[config.mk]
export PLATFORM = sky130hd
export DESIGN_NAME = enigma_regbank
export DESIGN_NICKNAME = d
export VERILOG_FILES = /design/src/rtl/enigma_regbank_pkg.sv /design/src/rtl/enigma_char_fifo.sv /design/src/rtl/enigma_regbank.sv
export SDC_FILE = /design/constraint.sdc
export NUM_CORES = 1
export LEC_CHECK = 0
export BUFFER_PORTS_ARGS = -buffer_cell sky130_fd_sc_hd__buf_4
export CORE_MARGIN = 10
export CORE_UTILIZATION = 25
export CTS_CLUSTER_SIZE = 28
export DETAILED_ROUTE_END_ITERATION = 16
export GPL_TIMING_DRIVEN = 0
export RECOVER_POWER = 25
export SLEW_MARGIN = 20
export SYNTH_ARGS = -nofsm -noshare
export SYNTH_HDL_FRONTEND = slang
export SYNTH_SLANG_ARGS = --single-unit
export TNS_END_PERCENT = 10
[constraint.sdc]
create_clock -name apb_clock -period 3.1 [get_ports apb_clock]
set_clock_uncertainty 0.1 [all_clocks]
set_input_delay 0.155 -clock apb_clock [delete_from_list [all_inputs] [get_ports apb_clock]]
set_output_delay 0.155 -clock apb_clock [all_outputs]
set_load 0.01 [all_outputs]
[src/rtl/enigma_regbank_pkg.sv]
// enigma_regbank_pkg
// Register offsets, decoded register selector, STATUS/CTRL/ROTOR field
// positions, the letter ceiling and default FIFO depth for the Enigma
// register bank slice.
package enigma_regbank_pkg;

  // Byte offsets of the register map
  localparam logic [4:0] OFF_CTRL      = 5'h00;
  localparam logic [4:0] OFF_ROTOR_SEL = 5'h04;
  localparam logic [4:0] OFF_ROTOR_POS = 5'h08;
  localparam logic [4:0] OFF_STATUS    = 5'h0C;
  localparam logic [4:0] OFF_DATA_IN   = 5'h10;
  localparam logic [4:0] OFF_IRQ_MASK  = 5'h14;

  // Word index (byte offset [4:2]) of each register slot
  typedef enum logic [2:0] {
    REG_CTRL      = 3'd0,
    REG_ROTOR_SEL = 3'd1,
    REG_ROTOR_POS = 3'd2,
    REG_STATUS    = 3'd3,
    REG_DATA_IN   = 3'd4,
    REG_IRQ_MASK  = 3'd5,
    REG_RSVD6     = 3'd6,
    REG_RSVD7     = 3'd7
  } regSel_e;

  // CTRL bits
  localparam int unsigned CTRL_START = 0;
  localparam int unsigned CTRL_CLR   = 1;

  // STATUS fields
  localparam int unsigned ST_BUSY    = 0;
  localparam int unsigned ST_DONE    = 1;
  localparam int unsigned ST_FULL    = 2;
  localparam int unsigned ST_EMPTY   = 3;
  localparam int unsigned ST_OVF     = 4;
  localparam int unsigned ST_LVL_LSB = 8;
  localparam int unsigned ST_LVL_W   = 3;

  // IRQ_MASK bits
  localparam int unsigned IRQ_DONE = 0;
  localparam int unsigned IRQ_OVF  = 1;

  // ROTOR_SEL: [2:0] left, [6:4] middle, [10:8] right, [13:12] reflector
  localparam logic [13:0] ROTOR_SEL_MASK = 14'h3777;
  // ROTOR_POS: [4:0], [12:8], [20:16]
  localparam logic [20:0] ROTOR_POS_MASK = 21'h1F1F1F;

  // Letters are 0 ('A') to 25 ('Z')
  localparam int unsigned LETTER_W   = 5;
  localparam logic [4:0]  LETTER_MAX = 5'd25;

  localparam int unsigned DEFAULT_FIFO_DEPTH = 4;

  // Map a byte address onto its register slot
  function automatic regSel_e decodeReg(input logic [4:0] byteAddr);
    return regSel_e'(byteAddr[4:2]);
  endfunction

endpackage

[src/rtl/enigma_char_fifo.sv]
// enigma_char_fifo
// Small letter FIFO feeding the cipher engine.
// Ports:
//   clk_i, rst_ni        clock, async active-low reset
//   push_i, pushData_i   push request and letter
//   pop_i                pop request (ignored while empty)
//   clear_i              empty the FIFO; beats push and pop
//   headData_o           letter at the head
//   full_o, empty_o      occupancy flags
//   level_o              number of stored letters
module enigma_char_fifo
  import enigma_regbank_pkg::*;
#(
  parameter int DEPTH = DEFAULT_FIFO_DEPTH,
  localparam int PTR_W = $clog2(DEPTH),
  localparam int LVL_W = PTR_W + 1
) (
  input  logic                clk_i,
  input  logic                rst_ni,
  input  logic                push_i,
  input  logic [LETTER_W-1:0] pushData_i,
  input  logic                pop_i,
  input  logic                clear_i,
  output logic [LETTER_W-1:0] headData_o,
  output logic                full_o,
  output logic                empty_o,
  output logic [LVL_W-1:0]    level_o
);

  logic [LETTER_W-1:0] mem_q [DEPTH];
  logic [PTR_W-1:0]    rdPtr_q;
  logic [PTR_W-1:0]    wrPtr_q;
  logic [LVL_W-1:0]    level_q;
  logic                popOk;
  logic                pushOk;

  assign full_o     = (level_q == LVL_W'(DEPTH));
  assign empty_o    = (level_q == '0);
  assign level_o    = level_q;
  assign headData_o = mem_q[rdPtr_q];

  // A push into a full FIFO is still accepted when the head leaves the
  // same cycle, so the level does not change.
  assign popOk  = pop_i & ~empty_o;
  assign pushOk = push_i & (~full_o | popOk);

  // Pointers wrap naturally because DEPTH is a power of two.
  always_ff @(posedge clk_i or negedge rst_ni) begin
    if (!rst_ni) begin
      rdPtr_q <= '0;
      wrPtr_q <= '0;
      level_q <= '0;
      for (int i = 0; i < DEPTH; i++) begin
        mem_q[i] <= '0;
      end
    end else if (clear_i) begin
      rdPtr_q <= '0;
      wrPtr_q <= '0;
      level_q <= '0;
    end else begin
      if (popOk) begin
        rdPtr_q <= rdPtr_q + 1'b1;
      end
      if (pushOk) begin
        mem_q[wrPtr_q] <= pushData_i;
        wrPtr_q        <= wrPtr_q + 1'b1;
      end
      case ({pushOk, popOk})
        2'b10:   level_q <= level_q + 1'b1;
        2'b01:   level_q <= level_q - 1'b1;
        default: level_q <= level_q;
      endcase
    end
  end

endmodule

[src/rtl/enigma_regbank.sv]
// enigma_regbank
// Register bank between a forwarded APB-style access port and the Enigma
// cipher engine: rotor configuration, start/clear control, sticky status,
// and a letter FIFO drained by the engine.
// Ports:
//   apb_clock, apb_aresn        clock, async active-low reset
//   fwrite/fenable/faddr/fwdata forwarded access
//   frdata, fslverror           combinational read data and error
//   eng_start                   one-cycle start pulse
//   cfg_rotor_sel/cfg_rotor_pos rotor configuration
//   eng_busy, eng_done          engine state and completion pulse
//   eng_char_valid/_char/_ready letter stream to the engine
//   irq                         level interrupt
// Build option: define ENIGMA_REGBANK_IRQ_EN to add IRQ_MASK at 0x14 and a
// live irq; otherwise irq is 0 and 0x14 is unmapped.
module enigma_regbank
  import enigma_regbank_pkg::*;
#(
  parameter int DATA_WIDTH = 32,
  parameter int ADDR_WIDTH = 5,
  parameter int FIFO_DEPTH = DEFAULT_FIFO_DEPTH
) (
  input  logic                  apb_clock,
  input  logic                  apb_aresn,
  input  logic                  fwrite,
  input  logic                  fenable,
  input  logic [ADDR_WIDTH-1:0] faddr,
  input  logic [DATA_WIDTH-1:0] fwdata,
  output logic [DATA_WIDTH-1:0] frdata,
  output logic                  fslverror,
  output logic                  eng_start,
  output logic [13:0]           cfg_rotor_sel,
  output logic [20:0]           cfg_rotor_pos,
  input  logic                  eng_busy,
  input  logic                  eng_done,
  output logic                  eng_char_valid,
  output logic [4:0]            eng_char,
  input  logic                  eng_char_ready,
  output logic                  irq
);

  localparam int LVL_W = $clog2(FIFO_DEPTH) + 1;

  logic [13:0]      rotorSel_q;
  logic [20:0]      rotorPos_q;
  logic             done_q;
  logic             overflow_q;
  logic             startPulse_q;
  logic             phaseArmed_q;

  regSel_e          regSel;
  logic [31:0]      wdata32;
  logic [31:0]      readWord;
  logic [31:0]      statusWord;
  logic [31:0]      levelWide;
  logic [4:0]       letter;
  logic             letterOk;
  logic             mapped;
  logic             busErr;
  logic             writeCommit;
  logic             popNow;
  logic             pushReq;
  logic             clearReq;
  logic             startReq;
  logic             overflowSet;
  logic             statusW1c;
  logic             fifoFull;
  logic             fifoEmpty;
  logic [LVL_W-1:0] fifoLevel;
  logic             unusedBits;

  assign regSel   = decodeReg(faddr[4:0]);
  assign wdata32  = 32'(fwdata);
  assign letter   = wdata32[4:0];
  assign letterOk = (letter <= LETTER_MAX);
  assign popNow   = eng_char_valid & eng_char_ready;

  // Only the first enable cycle after a setup cycle commits. The arm flag
  // resets to 0, so an access cut by reset never commits afterwards.
  assign writeCommit = fenable & fwrite & phaseArmed_q;

  // Address decode and access-error classification
  always_comb begin
    mapped = 1'b0;
    busErr = 1'b0;
    case (regSel)
      REG_CTRL, REG_ROTOR_SEL, REG_ROTOR_POS, REG_STATUS, REG_DATA_IN:
        mapped = 1'b1;
`ifdef ENIGMA_REGBANK_IRQ_EN
      REG_IRQ_MASK: mapped = 1'b1;
`endif
      default: mapped = 1'b0;
    endcase
    if (!mapped) begin
      busErr = 1'b1;
    end else if (fwrite) begin
      case (regSel)
        REG_ROTOR_SEL, REG_ROTOR_POS: busErr = eng_busy;
        REG_CTRL:    busErr = eng_busy & wdata32[CTRL_START];
        REG_DATA_IN: busErr = ~letterOk | (fifoFull & ~popNow);
        default:     busErr = 1'b0;
      endcase
    end
  end

  assign fslverror = fenable & busErr;

  // A rejected CTRL write (START while busy) is dropped entirely.
  assign clearReq    = writeCommit & (regSel == REG_CTRL) & ~busErr & wdata32[CTRL_CLR];
  assign startReq    = writeCommit & (regSel == REG_CTRL) & ~busErr & wdata32[CTRL_START];
  assign pushReq     = writeCommit & (regSel == REG_DATA_IN) & letterOk & ~clearReq;
  assign overflowSet = pushReq & fifoFull & ~popNow;
  assign statusW1c   = writeCommit & (regSel == REG_STATUS);

  // Configuration registers, start pulse and sticky flags; a set from the
  // engine or FIFO beats a simultaneous write-1-to-clear.
  always_ff @(posedge apb_clock or negedge apb_aresn) begin
    if (!apb_aresn) begin
      rotorSel_q   <= '0;
      rotorPos_q   <= '0;
      done_q       <= 1'b0;
      overflow_q   <= 1'b0;
      startPulse_q <= 1'b0;
      phaseArmed_q <= 1'b0;
    end else begin
      phaseArmed_q <= ~fenable;
      startPulse_q <= startReq;
      if (writeCommit && regSel == REG_ROTOR_SEL && !busErr) begin
        rotorSel_q <= wdata32[13:0] & ROTOR_SEL_MASK;
      end
      if (writeCommit && regSel == REG_ROTOR_POS && !busErr) begin
        rotorPos_q <= wdata32[20:0] & ROTOR_POS_MASK;
      end
      if (eng_done) begin
        done_q <= 1'b1;
      end else if (statusW1c && wdata32[ST_DONE]) begin
        done_q <= 1'b0;
      end
      if (overflowSet) begin
        overflow_q <= 1'b1;
      end else if (statusW1c && wdata32[ST_OVF]) begin
        overflow_q <= 1'b0;
      end
    end
  end

`ifdef ENIGMA_REGBANK_IRQ_EN
  logic [1:0] irqMask_q;

  always_ff @(posedge apb_clock or negedge apb_aresn) begin
    if (!apb_aresn) begin
      irqMask_q <= '0;
    end else if (writeCommit && regSel == REG_IRQ_MASK) begin
      irqMask_q <= wdata32[1:0];
    end
  end

  assign irq = |(irqMask_q & {overflow_q, done_q});
`else
  assign irq = 1'b0;
`endif

  enigma_char_fifo #(
    .DEPTH (FIFO_DEPTH)
  ) u_fifo (
    .clk_i      (apb_clock),
    .rst_ni     (apb_aresn),
    .push_i     (pushReq),
    .pushData_i (letter),
    .pop_i      (popNow),
    .clear_i    (clearReq),
    .headData_o (eng_char),
    .full_o     (fifoFull),
    .empty_o    (fifoEmpty),
    .level_o    (fifoLevel)
  );

  assign levelWide = 32'(fifoLevel);

  // Read mux; CTRL and DATA_IN always read 0
  always_comb begin
    statusWord                              = '0;
    statusWord[ST_BUSY]                     = eng_busy;
    statusWord[ST_DONE]                     = done_q;
    statusWord[ST_FULL]                     = fifoFull;
    statusWord[ST_EMPTY]                    = fifoEmpty;
    statusWord[ST_OVF]                      = overflow_q;
    statusWord[ST_LVL_LSB +: ST_LVL_W]      = levelWide[ST_LVL_W-1:0];
    readWord = '0;
    case (regSel)
      REG_ROTOR_SEL: readWord = 32'(rotorSel_q);
      REG_ROTOR_POS: readWord = 32'(rotorPos_q);
      REG_STATUS:    readWord = statusWord;
`ifdef ENIGMA_REGBANK_IRQ_EN
      REG_IRQ_MASK:  readWord = 32'(irqMask_q);
`endif
      default:       readWord = '0;
    endcase
  end

  assign frdata = (apb_aresn && fenable && !fwrite) ? DATA_WIDTH'(readWord) : '0;

  assign eng_start      = startPulse_q;
  assign cfg_rotor_sel  = rotorSel_q;
  assign cfg_rotor_pos  = rotorPos_q;
  assign eng_char_valid = ~fifoEmpty;

  // Address byte lanes and upper data bits carry no meaning here
  assign unusedBits = ^{faddr, wdata32};

endmodule

# Word-level counts from Yosys, hierarchy flattened
# Cells that the tools add are included.
[classes]
n_addsub = 4
order_cmp = 4
n_eq_ne = 7
n_mux = 22
n_bitwise = 29
reduce_logical = 21
[op_table]
columns = ["operator", "n"]
rows = [
  ["21-bit case mux with 3 select lines", 1],
  ["21-bit 2-to-1 mux", 1],
  ["20-bit bitwise mux", 1],
  ["1-bit AND", 18],
  ["5-bit 2-to-1 mux", 3],
  ["5-bit binary-select mux with 2-bit select", 1],
  ["5-bit demux with 2-bit select", 1],
  ["1-bit logical AND", 9],
  ["2-bit 2-to-1 mux", 4],
  ["2-bit nonzero test", 4],
  ["1-bit 2-to-1 mux", 7],
  ["1-bit inverter", 7],
  ["3-bit by 2-bit equality test with 1-bit output (second input constant)", 2],
  ["3-bit equality test (second input constant)", 2],
  ["3-bit greater-or-equal comparator (second input constant)", 2],
  ["3-bit logical NOT", 2],
  ["2-bit inverter with 3-bit output", 2],
  ["3-bit case mux with 2 select lines", 1],
  ["5-bit less-or-equal comparator (second input constant)", 1],
  ["5-bit OR reduction", 1],
  ["2-bit by 1-bit adder with 2-bit output (second input constant)", 2],
  ["3-bit by 1-bit adder with 3-bit output (second input constant)", 1],
  ["3-bit by 1-bit equality test with 1-bit output (second input constant)", 1],
  ["3-bit by 1-bit less-than comparator with 1-bit output (second input constant)", 1],
  ["10 further kinds", 12],
]
[totals]
reg_bits = 57

# Longest topological paths before layout
[depth]
word_depth = 18
depth_mapped = 8
depth_no_buf = 7

# Cells and area by module
# From an unflattened synthesis, not the netlist that was laid out.
[unflattened]
cells_unflattened = 270
area_unflattened_um2 = 3314.4
[by_module_without_submodules]
columns = ["mod", "n_inst", "cells_each", "area_each_um2", "seq_area_each_um2"]
rows = [
  ["enigma_regbank", 1, 157, 1760.4, 750.7],
  ["enigma_char_fifo", 1, 113, 1554.0, 675.6],
]

# Least setup slack after synthesis
# Ideal clock, no wire load.
[synth_timing]
kind = "reg2reg"
from = "register u_fifo.level_q[0], in the netlist u_fifo.level_o[0]"
to = "register u_fifo.level_q[2], in the netlist u_fifo.level_o[2]"
setup_ns = 0.127
arrival_ns = 1.991
slack_ns = 0.882
stages_incl_launch_ff = 8
path_cell_list = "dfrtp_1 > o31ai_1 > a31oi_1 > fa_1 > a311oi_1 > a31oi_1 > xor2_1 > nor2_1"
[synth_via]
elab_chain_len = 18
word_cells_on_any_way = 26
classes_between = "add/sub: 2; eq/ne: 3; mux: 5; bitwise: 14; reduce/logical: 2"
[synth_rtl]
columns = ["element", "line", "source"]
rows = [
  ["from (decl)", "enigma_char_fifo.sv:33", "logic [LVL_W-1:0] level_q;"],
  ["from (signal assigned)", "enigma_char_fifo.sv:69", "2'b10: level_q <= level_q + 1'b1;"],
  ["from (signal assigned)", "enigma_char_fifo.sv:70", "2'b01: level_q <= level_q - 1'b1;"],
  ["from (signal assigned)", "enigma_char_fifo.sv:71", "default: level_q <= level_q;"],
  ["3-bit logical NOT", "enigma_char_fifo.sv:38", "assign empty_o = (level_q == '0);"],
  ["1-bit inverter", "enigma_char_fifo.sv:44, enigma_regbank.sv:206", ""],
  ["1-bit AND", "enigma_regbank.sv:76", "assign popNow = eng_char_valid & eng_char_ready;"],
  ["1-bit inverter", "enigma_regbank.sv:100", "REG_DATA_IN: busErr = ~letterOk | (fifoFull & ~popNow);"],
  ["1-bit AND", "enigma_regbank.sv:100", ""],
  ["1-bit OR", "enigma_regbank.sv:100", ""],
  ["1-bit case mux with 3 select lines", "enigma_regbank.sv:97", "case (regSel)"],
  ["1-bit 2-to-1 mux", "enigma_regbank.sv:96", "end else if (fwrite) begin"],
  ["1-bit 2-to-1 mux", "enigma_regbank.sv:94", "if (!mapped) begin"],
  ["1-bit inverter", "enigma_regbank.sv:109", "assign clearReq = writeCommit & (regSel == REG_CTRL) & ~busErr & wdata32[CTRL_CLR];"],
  ["1-bit AND (2 in series)", "enigma_regbank.sv:109", ""],
  ["1-bit inverter (no source line)", "-", ""],
  ["1-bit AND", "enigma_regbank.sv:111", "assign pushReq = writeCommit & (regSel == REG_DATA_IN) & letterOk & ~clearReq;"],
  ["1-bit AND", "enigma_char_fifo.sv:45", "assign pushOk = push_i & (~full_o | popOk);"],
  ["2-bit by 1-bit equality test with 1-bit output / 2-bit equality test (equally long branches)", "enigma_char_fifo.sv:68", "case ({pushOk, popOk})"],
  ["3-bit case mux with 2 select lines", "enigma_char_fifo.sv:68", ""],
  ["3-bit 2-to-1 mux", "enigma_char_fifo.sv:56", "end else if (clear_i) begin"],
]
# Several ways; a longest one is shown, not always the timed one.
# A chain may end at the register's enable or synchronous reset.

# Final worst setup path
[layout_timing]
from = "input apb_aresn"
to = "output frdata[5]"
[layout_via]
elab_chain_len = 3
[layout_rtl]
columns = ["element", "line", "source"]
rows = [
  ["from (decl)", "enigma_regbank.sv:24", "input logic apb_aresn,"],
  ["1-bit logical AND (2 in series)", "enigma_regbank.sv:201", "assign frdata = (apb_aresn && fenable && !fwrite) ? DATA_WIDTH'(readWord) : '0;"],
  ["21-bit 2-to-1 mux", "enigma_regbank.sv:201", ""],
  ["to (decl)", "enigma_regbank.sv:29", "output logic [DATA_WIDTH-1:0] frdata,"],
]
# No other way between the ends.

==> results.py <==
metrics = {
    "clock_network": {
        "clkLatencyLatePin_ns": 0.32,
        "clkSlewWorstSetupHoldPaths_ns": 0.05,
        "root_buffer": "clkbuf_16",
        "post_cts_buffers": 0,
        "cts_htree_levels": 3,
        "clock_sinks": 57,
        "cts_tree": "done",
        "cts_resized": 0,
        "clk_path_buf_depth": 2,
        "cts_buffers": 9,
    },
    "cells_and_area": {
        "final_cell_mix": "74 x buf_4, 57 x dfrtp_1, 36 x clkbuf_1, 31 x mux2_2, 24 x conb_1",
        "synthToLayoutAreaGrowth_pct": 38.2,
        "drive_gt1_frac": 0.421,
        "final_common_cell": "buf_4",
        "antenna_cells": 0,
        "finalNetCount": 429,
    },
    "synth": {
        "synth_edf_count": 0,
        "post_synth_num_cell_types": 48,
        "synth_compound_gate_area_share": 0.0623,
        "synth_top_family_by_area": "multiplexers",
        "synth.ff_latch_count": 57,
        "synth_fa_ha_area_frac": 0.0221,
        "synth-xor-area-share": 0.0138,
        "synthSimpleGateAreaFrac": 0.108,
        "synthTopCellsByArea": "dfrtp_1 45%, mux2_2 11%, mux2_4 9.5%",
        "ys_seq_area_frac": 0.449,
        "synth_mux_area_frac": 0.250,
        "yosys.area.top_type": "dfrtp_1",
        "yosys.area.top_type_share": 0.449,
        "ys.flop_type": "dfrtp_1",
        "async_reset_ff_frac": 1.00,
        "syn_avg_cell_area_um2": 12.6,
        "syn_area_mm2": 0.00318,
        "yosys_warnings": 0,
        "synth_cells": 252,
    },
    "die": {
        "floorplan.die_area_mm2": 0.0176,
        "initial_utilization": 0.254,
        "die_y_um": 133,
        "num_rows": 41,
        "ioPinCount": 120,
        "core-area_mm2": 0.0125,
        "die_w_um": 133,
    },
    "route": {
        "drt_iter0_markers": 122,
        "first_pass_iters": 5,
        "ant_nets": 0,
        "drc_errors": 0,
        "post_drt_via_cell_ratio": 4.18,
        "totalWireLength_um": 8920,
        "wire_per_inst_um": 16.1,
        "vias": 2317,
    },
    "worst_setup_path": {
        "critical_path_class": "in2out",
        "crit_family": "buffers and inverters",
        "cp.depth": 7,
        "max_stage_delay_ns": 0.60,
        "endpoint_kind": "output pin",
        "startpoint_type": "primary input",
        "cp_common_cell": "buf_4",
        "reg2regPathDepth": 7,
        "critPathArrivalTime_ns": 2.48,
        "crit_fanout": 58,
        "cpMaxStageDelayCell": "buf_4",
        "crit_path_cell_trace": "dlygate4sd3_1, buf_4, nand4_1, clkbuf_1, nor3b_1, and2_1, buf_4",
        "cp_num_buf_inv": 4,
        "worstPathRequired_ns": 2.84,
    },
    "sta": {
        "rsz0062_at_grt": "false",
        "finalHoldWorstSlack_ns": 0.0460,
        "hold_viol_final": 0,
        "fmax_ghz": 0.365,
        "min_period_ns": 2.74,
        "min_period_over_period": 0.884,
        "worst_slew_pin_slew_ns": 0.761,
        "setup_viol": 0,
        "setup-tns-final_ns": 0,
        "maxSlewViolCount": 0,
        "relSlewSlack": 0.492,
    },
    "hold_path": {
        "holdPathStages": 2,
        "hold_path.class": "in2reg",
    },
    "global_route": {
        "grt_util_met3": 0.0326,
        "use_met2": 0.175,
        "track_usage": 0.101,
        "antenna_found_initial": 0,
        "grt_busiest_layer": "met2",
        "grt.overflow.total": 0,
        "grt_pass1_vias": 2546,
        "use_met1": 0.113,
        "grt_pass1_wl_um": 14100,
        "grt_start_max_net_pins": 59,
    },
    "status": {
        "status": "finished, final reports clean",
    },
    "placement": {
        "port_buffers": 78,
        "gp_congestion": 0.788,
        "hpwl_um": 6600,
    },
    "power": {
        "p_per_area_mw_per_mm2": 609,
        "leakage_uw": 0.00213,
        "ir_drop_v": 0.000254,
    },
    "job": {
        "maxCapViolCount": 0,
    },
}
-- metrics by stage --
| step | setup slack (ns) | power [uW] | instances | instance area, um^2 | util |
|---|---|---|---|---|---|
| 6_report | 0.361 | 2670 | 554 | 4390 | 0.351 |
| 5_1_grt | 0.0747 | 2840 | 554 | 4390 | 0.351 |
| 4_1_cts | 0.306 | 2760 | 554 | 4490 | 0.359 |
| 3_5_place_dp | 0.644 | 1850 | 525 | 4060 | 0.325 |
| 3_3_place_gp | 0.652 | 1820 | 525 | 4060 | 0.325 |
| 2_1_floorplan | 0.882 | 1510 | 275 | 3260 | - |
-- where the power goes --
part           leakage, uW  internal [uW]  total, uW  switching, uW
clock             0.000134            590        889            299
combinational      0.00126            390        747            356
sequential        0.000740            899       1040            137
total              0.00213           1880       2670            792
-- timing repair --
item,in CTS,in global routing
hold endpoints to repair,76,0
hold buffers,16,0
endpoints found under the setup margin,0,0
-- state kept, by name, indices dropped and copies added (netlist names) --
| name | count |
|---|---|
| u_fifo.level_o | 3 |
| done_q | 1 |
| u_fifo.rdPtr_q | 2 |
| cfg_rotor_sel | 11 |
| overflow_q | 1 |
| u_fifo.mem_q | 20 |
| phaseArmed_q | 1 |
| u_fifo.wrPtr_q | 2 |
| eng_start | 1 |
| cfg_rotor_pos | 15 |
-- layout make-up --
class | instances | area, um^2
buffer | 37 | 272
clock buffer | 13 | 270
fill | 1321 | 8130
inverter | 7 | 26.3
multi-input combinational | 174 | 1540
sequential | 57 | 1430
tap | 172 | 215
timing repair buffer | 94 | 641
-- metal layers --
layer	wire length, um	part of all wire	up-vias
met5	0	0	-
met4	171	0.019	0
met3	465	0.052	14
met2	4640	0.52	63
met1	3640	0.41	1142
li1	-	-	1098
-- cells in the mapped netlist (4+ instances only) --
master	number
dfrtp_1	57
mux2_2	31
buf_4	24
mux2_4	20
nor2_1	16
and2_1	9
clkbuf_1	7
inv_1	7
a22oi_1	6
mux4_2	5
nor2b_1	5
buf_6	4
ha_1	4
nand2_2	4
xor2_1	4
-- kinds of logic after synthesis --
kind of cell,count (synthesis)
muxes,59
DFF,57
and+or+nand+nor,57
buffers and inverters,44
AOI/OAI and AO/OA,24
adders and majority gates,5
xor gates and xnor gates,5
other,1
-- worst paths after layout --
check                                                     end  slack, ns                     startpoint
worst max-delay path                                frdata[5]       0.36                      apb_aresn
worst min-delay path             cfg_rotor_pos[3]$_DFFE_PN0P_       0.05                      fwdata[3]
worst max register to register  u_fifo.level_o[2]$_DFFE_PN0P_       0.58  u_fifo.level_o[0]$_DFFE_PN0P_
worst min register to register             done_q$_DFFE_PN0P_       0.38             done_q$_DFFE_PN0P_
max in group asynchronous        u_fifo.mem_q[17]$_DFFE_PN0P_       2.02                      apb_aresn
min in group asynchronous       cfg_rotor_pos[20]$_DFFE_PN0P_       0.37                      apb_aresn
Power figures use the tool's default switching activity.
